--- src/rtl/clk_seq_pkg.sv ---
// Shared definitions for the ADC clock-source sequencer.
//   state_e         : sequencer state, 3-bit encoding reported on state_o
//   PHASE_W         : width of the phase-shift value
//   SYNC_DEPTH      : flops in the dcm_locked_i synchroniser
//   PHASE_DONE_MASK : cycles of PHASE_WAIT during which phase_done_i is ignored
package clk_seq_pkg;

    typedef enum logic [2:0] {
        INT_RUN    = 3'd0,
        DCM_RST    = 3'd1,
        WAIT_LOCK  = 3'd2,
        PHASE_LOAD = 3'd3,
        PHASE_WAIT = 3'd4,
        EXT_RUN    = 3'd5,
        FAULT      = 3'd6
    } state_e;

    localparam int unsigned PHASE_W         = 9;
    localparam int unsigned SYNC_DEPTH      = 2;
    localparam int unsigned PHASE_DONE_MASK = 2;

endpackage

--- src/rtl/lock_qualifier.sv ---
// Synchronises the asynchronous DCM lock and qualifies it as stable.
//   clk_i        : control clock
//   reset_n_i    : synchronous active-low reset
//   dcm_locked_i : raw DCM lock, asynchronous to clk_i
//   clear_i      : holds the stable counter at zero (outside WAIT_LOCK)
//   lock_s_o     : synchronised lock
//   lock_ok_o    : high in the cycle that completes LOCK_STABLE consecutive
//                  synchronised-lock cycles while not cleared
module lock_qualifier
    import clk_seq_pkg::*;
#(
    parameter int unsigned LOCK_STABLE = 16
) (
    input  logic clk_i,
    input  logic reset_n_i,
    input  logic dcm_locked_i,
    input  logic clear_i,
    output logic lock_s_o,
    output logic lock_ok_o
);

    localparam int unsigned STABLE_W = $clog2(LOCK_STABLE + 1);

    logic [SYNC_DEPTH-1:0] sync_q, sync_d;
    logic [STABLE_W-1:0]   stable_q, stable_d;

    assign lock_s_o = sync_q[SYNC_DEPTH-1];

    always_comb begin
        sync_d = {sync_q[SYNC_DEPTH-2:0], dcm_locked_i};

        stable_d = stable_q;
        if (clear_i || !lock_s_o) begin
            stable_d = '0;
        end else if (stable_q != STABLE_W'(LOCK_STABLE)) begin
            stable_d = stable_q + 1'b1;
        end

        // stable_q counts earlier lock cycles, so the current lock cycle
        // completing the run is recognised without an extra cycle of delay.
        lock_ok_o = lock_s_o && !clear_i &&
                    (stable_q >= STABLE_W'(LOCK_STABLE - 1));
    end

    always_ff @(posedge clk_i) begin
        if (!reset_n_i) begin
            sync_q   <= '0;
            stable_q <= '0;
        end else begin
            sync_q   <= sync_d;
            stable_q <= stable_d;
        end
    end

endmodule

--- src/rtl/clock_source_sequencer.sv ---
// Sequences the ADC clock mux between the internal clock and the external
// DCM-derived clock: DCM reset, lock qualification, phase reload, mux select,
// bounded retry on failure and lock-loss recovery.
//   clk_i, reset_n_i     : control clock, synchronous active-low reset
//   use_ext_clk_req_i    : register request, 1 = external clock
//   phase_value_i        : requested phase value
//   dcm_locked_i         : DCM lock (asynchronous)
//   phase_done_i         : phase-shift interface done (level)
//   use_ext_clk_o        : clock-mux select
//   dcm_reset_o          : DCM reset
//   phase_requested_o    : value presented to the phase-shift interface
//   phase_load_o         : one-cycle load strobe
//   ready_o / fault_o    : selected clock valid / external clock failed
//   retry_count_o        : attempts consumed in the current sequence
//   relock_count_o       : lock-loss events in EXT_RUN, saturating
//   state_o              : current state encoding
module clock_source_sequencer
    import clk_seq_pkg::*;
#(
    parameter int unsigned RST_CYCLES   = 4,
    parameter int unsigned LOCK_STABLE  = 16,
    parameter int unsigned LOCK_TIMEOUT = 1048576,
    parameter int unsigned MAX_RETRIES  = 3
) (
    input  logic               clk_i,
    input  logic               reset_n_i,
    input  logic               use_ext_clk_req_i,
    input  logic [PHASE_W-1:0] phase_value_i,
    input  logic               dcm_locked_i,
    input  logic               phase_done_i,
    output logic               use_ext_clk_o,
    output logic               dcm_reset_o,
    output logic [PHASE_W-1:0] phase_requested_o,
    output logic               phase_load_o,
    output logic               ready_o,
    output logic               fault_o,
    output logic [1:0]         retry_count_o,
    output logic [7:0]         relock_count_o,
    output logic [2:0]         state_o
);

    localparam int unsigned TIMER_W = $clog2(LOCK_TIMEOUT + 1);
    localparam int unsigned RST_W   = $clog2(RST_CYCLES + 1);

    state_e               state_q, state_d;
    logic                 use_ext_q, use_ext_d;
    logic                 dcm_reset_q, dcm_reset_d;
    logic                 phase_load_q, phase_load_d;
    logic                 ready_q, ready_d;
    logic                 fault_q, fault_d;
    logic [1:0]           retry_q, retry_d;
    logic [7:0]           relock_q, relock_d;
    logic [PHASE_W-1:0]   phase_req_q, phase_req_d;
    logic [TIMER_W-1:0]   timer_q, timer_d, timer_inc;
    logic [RST_W-1:0]     rst_cnt_q, rst_cnt_d;
    logic                 timeout;
    logic                 fail;
    logic                 lock_s;
    logic                 lock_ok;
    logic                 stable_clear;

    assign stable_clear = (state_q != WAIT_LOCK);

    lock_qualifier #(
        .LOCK_STABLE(LOCK_STABLE)
    ) u_lock_qualifier (
        .clk_i       (clk_i),
        .reset_n_i   (reset_n_i),
        .dcm_locked_i(dcm_locked_i),
        .clear_i     (stable_clear),
        .lock_s_o    (lock_s),
        .lock_ok_o   (lock_ok)
    );

    always_comb begin
        state_d      = state_q;
        use_ext_d    = use_ext_q;
        dcm_reset_d  = dcm_reset_q;
        phase_load_d = 1'b0;
        ready_d      = ready_q;
        fault_d      = fault_q;
        retry_d      = retry_q;
        relock_d     = relock_q;
        phase_req_d  = phase_req_q;
        timer_d      = timer_q;
        rst_cnt_d    = rst_cnt_q;
        fail         = 1'b0;

        // Terminal count is checked on the incremented value so the state
        // lasts exactly LOCK_TIMEOUT cycles and the timer never wraps.
        timer_inc = timer_q + 1'b1;
        timeout   = (timer_inc == TIMER_W'(LOCK_TIMEOUT));

        if (state_q != INT_RUN && !use_ext_clk_req_i) begin
            state_d = INT_RUN;
        end else begin
            case (state_q)
                INT_RUN: begin
                    if (use_ext_clk_req_i) begin
                        retry_d = '0;
                        state_d = DCM_RST;
                    end
                end
                DCM_RST: begin
                    if (rst_cnt_q == RST_W'(RST_CYCLES - 1)) begin
                        state_d = WAIT_LOCK;
                    end else begin
                        rst_cnt_d = rst_cnt_q + 1'b1;
                    end
                end
                WAIT_LOCK: begin
                    if (lock_ok) begin
                        state_d = PHASE_LOAD;
                    end else if (timeout) begin
                        fail = 1'b1;
                    end else begin
                        timer_d = timer_inc;
                    end
                end
                PHASE_LOAD: begin
                    state_d = PHASE_WAIT;
                end
                PHASE_WAIT: begin
                    if (!lock_s) begin
                        fail = 1'b1;
                    end else if (phase_done_i &&
                                 timer_q >= TIMER_W'(PHASE_DONE_MASK)) begin
                        state_d = EXT_RUN;
                    end else if (timeout) begin
                        fail = 1'b1;
                    end else begin
                        timer_d = timer_inc;
                    end
                end
                EXT_RUN: begin
                    if (!lock_s) begin
                        if (relock_q != '1) begin
                            relock_d = relock_q + 1'b1;
                        end
                        retry_d = '0;
                        state_d = DCM_RST;
                    end else if (phase_value_i != phase_req_q) begin
                        state_d = PHASE_LOAD;
                    end
                end
                FAULT: begin
                    state_d = FAULT;
                end
                default: begin
                    state_d = INT_RUN;
                end
            endcase

            if (fail) begin
                if (retry_q < 2'(MAX_RETRIES)) begin
                    retry_d = retry_q + 1'b1;
                    state_d = DCM_RST;
                end else begin
                    state_d = FAULT;
                end
            end
        end

        if (state_d != state_q) begin
            timer_d   = '0;
            rst_cnt_d = '0;
        end

        if (state_d == PHASE_LOAD) begin
            phase_req_d  = phase_value_i;
            phase_load_d = 1'b1;
        end

        // Outputs are decoded from the next state so they register together
        // with state_q.
        case (state_d)
            INT_RUN: begin
                use_ext_d = 1'b0; dcm_reset_d = 1'b1; ready_d = 1'b1; fault_d = 1'b0;
            end
            DCM_RST: begin
                use_ext_d = 1'b0; dcm_reset_d = 1'b1; ready_d = 1'b0; fault_d = 1'b0;
            end
            WAIT_LOCK: begin
                use_ext_d = 1'b0; dcm_reset_d = 1'b0; ready_d = 1'b0; fault_d = 1'b0;
            end
            PHASE_LOAD, PHASE_WAIT: begin
                // Holding the select keeps the external clock on during a
                // phase change from EXT_RUN, and off during first bring-up.
                use_ext_d = use_ext_q; dcm_reset_d = 1'b0; ready_d = 1'b0; fault_d = 1'b0;
            end
            EXT_RUN: begin
                use_ext_d = 1'b1; dcm_reset_d = 1'b0; ready_d = 1'b1; fault_d = 1'b0;
            end
            FAULT: begin
                use_ext_d = 1'b0; dcm_reset_d = 1'b1; ready_d = 1'b0; fault_d = 1'b1;
            end
            default: begin
                use_ext_d = 1'b0; dcm_reset_d = 1'b1; ready_d = 1'b0; fault_d = 1'b0;
            end
        endcase
    end

    always_ff @(posedge clk_i) begin
        if (!reset_n_i) begin
            state_q      <= INT_RUN;
            use_ext_q    <= 1'b0;
            dcm_reset_q  <= 1'b1;
            phase_load_q <= 1'b0;
            ready_q      <= 1'b0;
            fault_q      <= 1'b0;
            retry_q      <= '0;
            relock_q     <= '0;
            phase_req_q  <= '0;
            timer_q      <= '0;
            rst_cnt_q    <= '0;
        end else begin
            state_q      <= state_d;
            use_ext_q    <= use_ext_d;
            dcm_reset_q  <= dcm_reset_d;
            phase_load_q <= phase_load_d;
            ready_q      <= ready_d;
            fault_q      <= fault_d;
            retry_q      <= retry_d;
            relock_q     <= relock_d;
            phase_req_q  <= phase_req_d;
            timer_q      <= timer_d;
            rst_cnt_q    <= rst_cnt_d;
        end
    end

    assign use_ext_clk_o     = use_ext_q;
    assign dcm_reset_o       = dcm_reset_q;
    assign phase_load_o      = phase_load_q;
    assign ready_o           = ready_q;
    assign fault_o           = fault_q;
    assign retry_count_o     = retry_q;
    assign relock_count_o    = relock_q;
    assign phase_requested_o = phase_req_q;
    assign state_o           = state_q;

endmodule

--- config.mk ---
export PLATFORM = sky130hd
export DESIGN_NAME = clock_source_sequencer
export DESIGN_NICKNAME = d
export VERILOG_FILES = /design/src/rtl/clk_seq_pkg.sv /design/src/rtl/lock_qualifier.sv /design/src/rtl/clock_source_sequencer.sv
export SDC_FILE = /design/constraint.sdc
export NUM_CORES = 1
export LEC_CHECK = 0
export ABC_CLOCK_PERIOD_IN_PS = 3800
export CAP_MARGIN = 30
export CORE_MARGIN = 5
export CORE_UTILIZATION = 46
export DETAILED_ROUTE_END_ITERATION = 10
export GPL_ROUTABILITY_DRIVEN = 1
export PLACE_DENSITY = 0.7
export SYNTH_ARGS = -nofsm -noshare
export SYNTH_HDL_FRONTEND = slang
export SYNTH_SLANG_ARGS = --single-unit
--- constraint.sdc ---
create_clock -name clk_i -period 3.8 [get_ports clk_i]
set_clock_uncertainty 0.15 [all_clocks]
set_input_delay 0.76 -clock clk_i [delete_from_list [all_inputs] [get_ports clk_i]]
set_output_delay 0.76 -clock clk_i [all_outputs]
set_load 0.02 [all_outputs]
==> reports/results.txt, run 1 <==
worst-skew pair later-pin latency: 0.33 ns
drt via density: 5.565
switch share: 21.69%
gr ovfl total: 0
Max VDD drop: 0.2035 mV
CTS root buffer: clkbuf_8
post-synth top area cell: dfxtp_1
Min-Delay Path Class: register to register
ranking of synthesized cells by area: dfxtp_1, xnor2_1, nor3_2
CP dominant cell by count: a2111oi_2
Crit path max-delay family: compound AO/OA/AOI/OAI gates
Switch Pwr: 0.0002704 W
CP cell instances: ha_2 > nand3_4 > or3_1 > a2111oi_2 > o211ai_1 > nor4_4 > buf_4 > a21oi_1 > o31ai_2 > o41ai_4 > buf_6 > a2111oi_2
Inserted Clock Buffers: 9
Post-synth EDFFs: 0
Reg power frac: 49.1%
clk sink count: 58
ANT nets after route: 0
Ant. Diodes: 0
Post-synth top cells: dfxtp_1, nor2_1, xnor2_1, nor3_1, nand2_1
Crit Path Class: register to register
Clock power frac: 45.8%
Non-Filler Instances: 559
PwrDens: 285.8 nW/µm²
Remaining DRCs: 0
Slew Limit Fails: 0
Hold Buf Count CTS: 0
DRT Pass-1 Iters: 4
Synth Cell Area: 3536 µm²
Worst Path Arrival: 3.69 ns
Worst Path Required: 3.88 ns
Initial Util: 46.48%
core area: 7607 µm²
Post-synth top flop: dfxtp_1
share of cells above drive strength 1: 17.94%
largest net degree at the start of global routing: 21
Setup WS post-layout: 0.1841 ns
synth warn: 0
Global Route Usage Sum: 17.30%
fill count: 697
Starting DRT DRC Count: 117
Tcrit/Tclk final: 95.15%
Worst Setup End Kind: register
Async SR Flop Fraction: 0%
routability congestion estimate from global placement: 0.9210
Mapped Avg Cell Area: 8.688 µm²
P_int: 0.0009761 W
Distinct cells, synth: 60
fmax: 276.6 MHz
Layout area overhead: 23.35%
Leakage Power: 1.410 nW
top-count cell post-synth: dfxtp_1
Period minus WS final: 3.616 ns
H-Tree Depth: 3
crit-path max FO: 9
dpl ws: -0.05487 ns
FF+latch count, synth: 58
worst slew pin tran: 0.9397 ns
max_cap viols: 0
WHS: 0.2885 ns
Setup-failing EPs final: 0
Seq/Total Area, Yosys: 32.84%
Slew Limit Headroom: 36.47%
CP peak stage delay: 0.43 ns
Final #Nets: 476
global-route wire length before repair: 13850 µm
WP buf/inv: 2
vias in the first global route: 2928
clock tree buffer depth: 2
Reg clk slew, reported paths: 0.07 ns
routed via count: 3111
Syn Nets: 431
Mapped Cells: 407
post-DP HPWL: 5684 µm
Gate power share: 5.0%
fin util: 57.34%
Row Count: 32
Die Width: 97.68 µm
fraction of post-synthesis cell area in the top cell type by area: 32.84%
reg-to-reg slack, setup: 0.18 ns
final wirelength: 8041 µm
slowest CP cell: nor4_4
Pwr Total: 0.001247 W
placed cells: 540
status: complete, no violations
CTS tree: done
Setup crit start kind: register
drt wl/cell: 14.38 µm
die area: 9540 µm²
initial antenna violation count: 0
Fin. Hold Viols: 0
Die Ht: 97.68 µm
Boundary Pins: 41
port bufs: 40
## placed cells by master (no fill, tap or decap), drive strengths merged, types with 4 or more instances in the layout
cell type and n:
ha 10, mux2i 14, nor3 48, and2 4, a31oi 6, o21ai 10
dfxtp 58, nand3 16, buf 19, xor2 13, nand2 23, nor2 36
nor3b 6, or4 4, nand4 11, a21oi 12, or3 5, clkdlybuf4s50 40
clkbuf 14, xnor2 32, and3 5, inv 11, and4 4, nor4 13
## per-stage QoR
stage                     cell area, µm²  setup TNS (ns)
after floorplan                     3536               0
after global placement              4075               0
after detailed placement            4075         -0.5743
after CTS                           4278               0
after global routing                4362         -0.1792
final                               4362               0
## registers in the layout (all words and copies together), names as in the netlist
signal	cells
use_ext_clk_o	1
relock_count_o	8
fault_o	1
u_lock_qualifier.stable_q	5
phase_load_o	1
rst_cnt_q	3
ready_o	1
dcm_reset_o	1
timer_q	21
phase_requested_o	9
u_lock_qualifier.sync_q	2
retry_count_o	2
state_o	3
## routing by layer
metal  GRT usage, %  vias to the layer above  part of all wire (%)
met2          27.15                       69                    46
met4          5.964                        0                   1.7
met5              0                        -                     0
met1          22.86                     1467                    47
li1               -                     1563                     -
met3          4.666                       12                   4.6
## cells by family (layout without fill, tap and decap cells)
logic type               after synthesis  in the layout  share of synthesized area [%]
AO/OA/AOI/OAI                         53             53                          11.32
XOR/XNOR                              45             45                          11.15
adder cells (fa/ha/maj)               10             10                          3.539
buffers and inverters                 37             87                          4.954
flip-flops                            58             58                          32.84
multiplexers                          16             16                          4.706
AND/OR/NAND/NOR                      188            188                          31.49
## power groups by stage
stage | Clock [W] | Sequential [W] | Combinational [W]
after CTS | 0.000588 | 0.000614 | 0.0000629
after global placement | 0 | 0.000628 | 0.0000615
after floorplan | 0 | 0.000627 | 0.0000362
after global routing | 0.000619 | 0.000612 | 0.0000678
after detailed placement | 0 | 0.000628 | 0.0000627
final | 0.000571 | 0.000612 | 0.0000628
## worst register-to-register path: stages (launching register included)
cell and delay [ns]:
dfxtp_4 0.39, ha_2 0.22, nand3_4 0.13, or3_1 0.35, a2111oi_2 0.36, o211ai_1 0.25
nor4_4 0.43, buf_4 0.17, a21oi_1 0.06, o31ai_2 0.36, o41ai_4 0.15, buf_6 0.17
a2111oi_2 0.30
## layout make-up
type                            instances  area [µm²]  area share, %
Inverter                               12       45.04          1.033
Clock buffer                           14       162.7          3.729
Tap cell                              102       127.6          2.926
Timing Repair Buffer                   59       559.3          12.82
Sequential cell                        58        1176          26.97
Multi-Input combinational cell        312        2256          51.72
Clock inverter                          2       35.03         0.8032
## worst paths after layout
kind,startpoint,end,depth (start not counted)
worst max register to register,timer_q[0],timer_q[1],12
worst max-delay path,timer_q[0],timer_q[1],12
worst min register to register,u_lock_qualifier.sync_q[0],u_lock_qualifier.sync_q[1],1
worst min-delay path,u_lock_qualifier.sync_q[0],u_lock_qualifier.sync_q[1],1
## repair_timing
| action | CTS | global route |
|---|---|---|
| setup buffers | 0 | 3 |
| endpoints found under the hold margin | 0 | 0 |
| resized for setup | 1 | 19 |
| pin swaps | 0 | 5 |
| gates cloned | 0 | 0 |
| endpoints found under the setup margin | 26 | 33 |
(Power assumes the default switching activity.)
==> inputs of run 2 (changes only) <==
- HOLD_SLACK_MARGIN: default -> 0.12
==> results of run 2 <==
Final layout, timing and power as in run 1 (identical DEF).
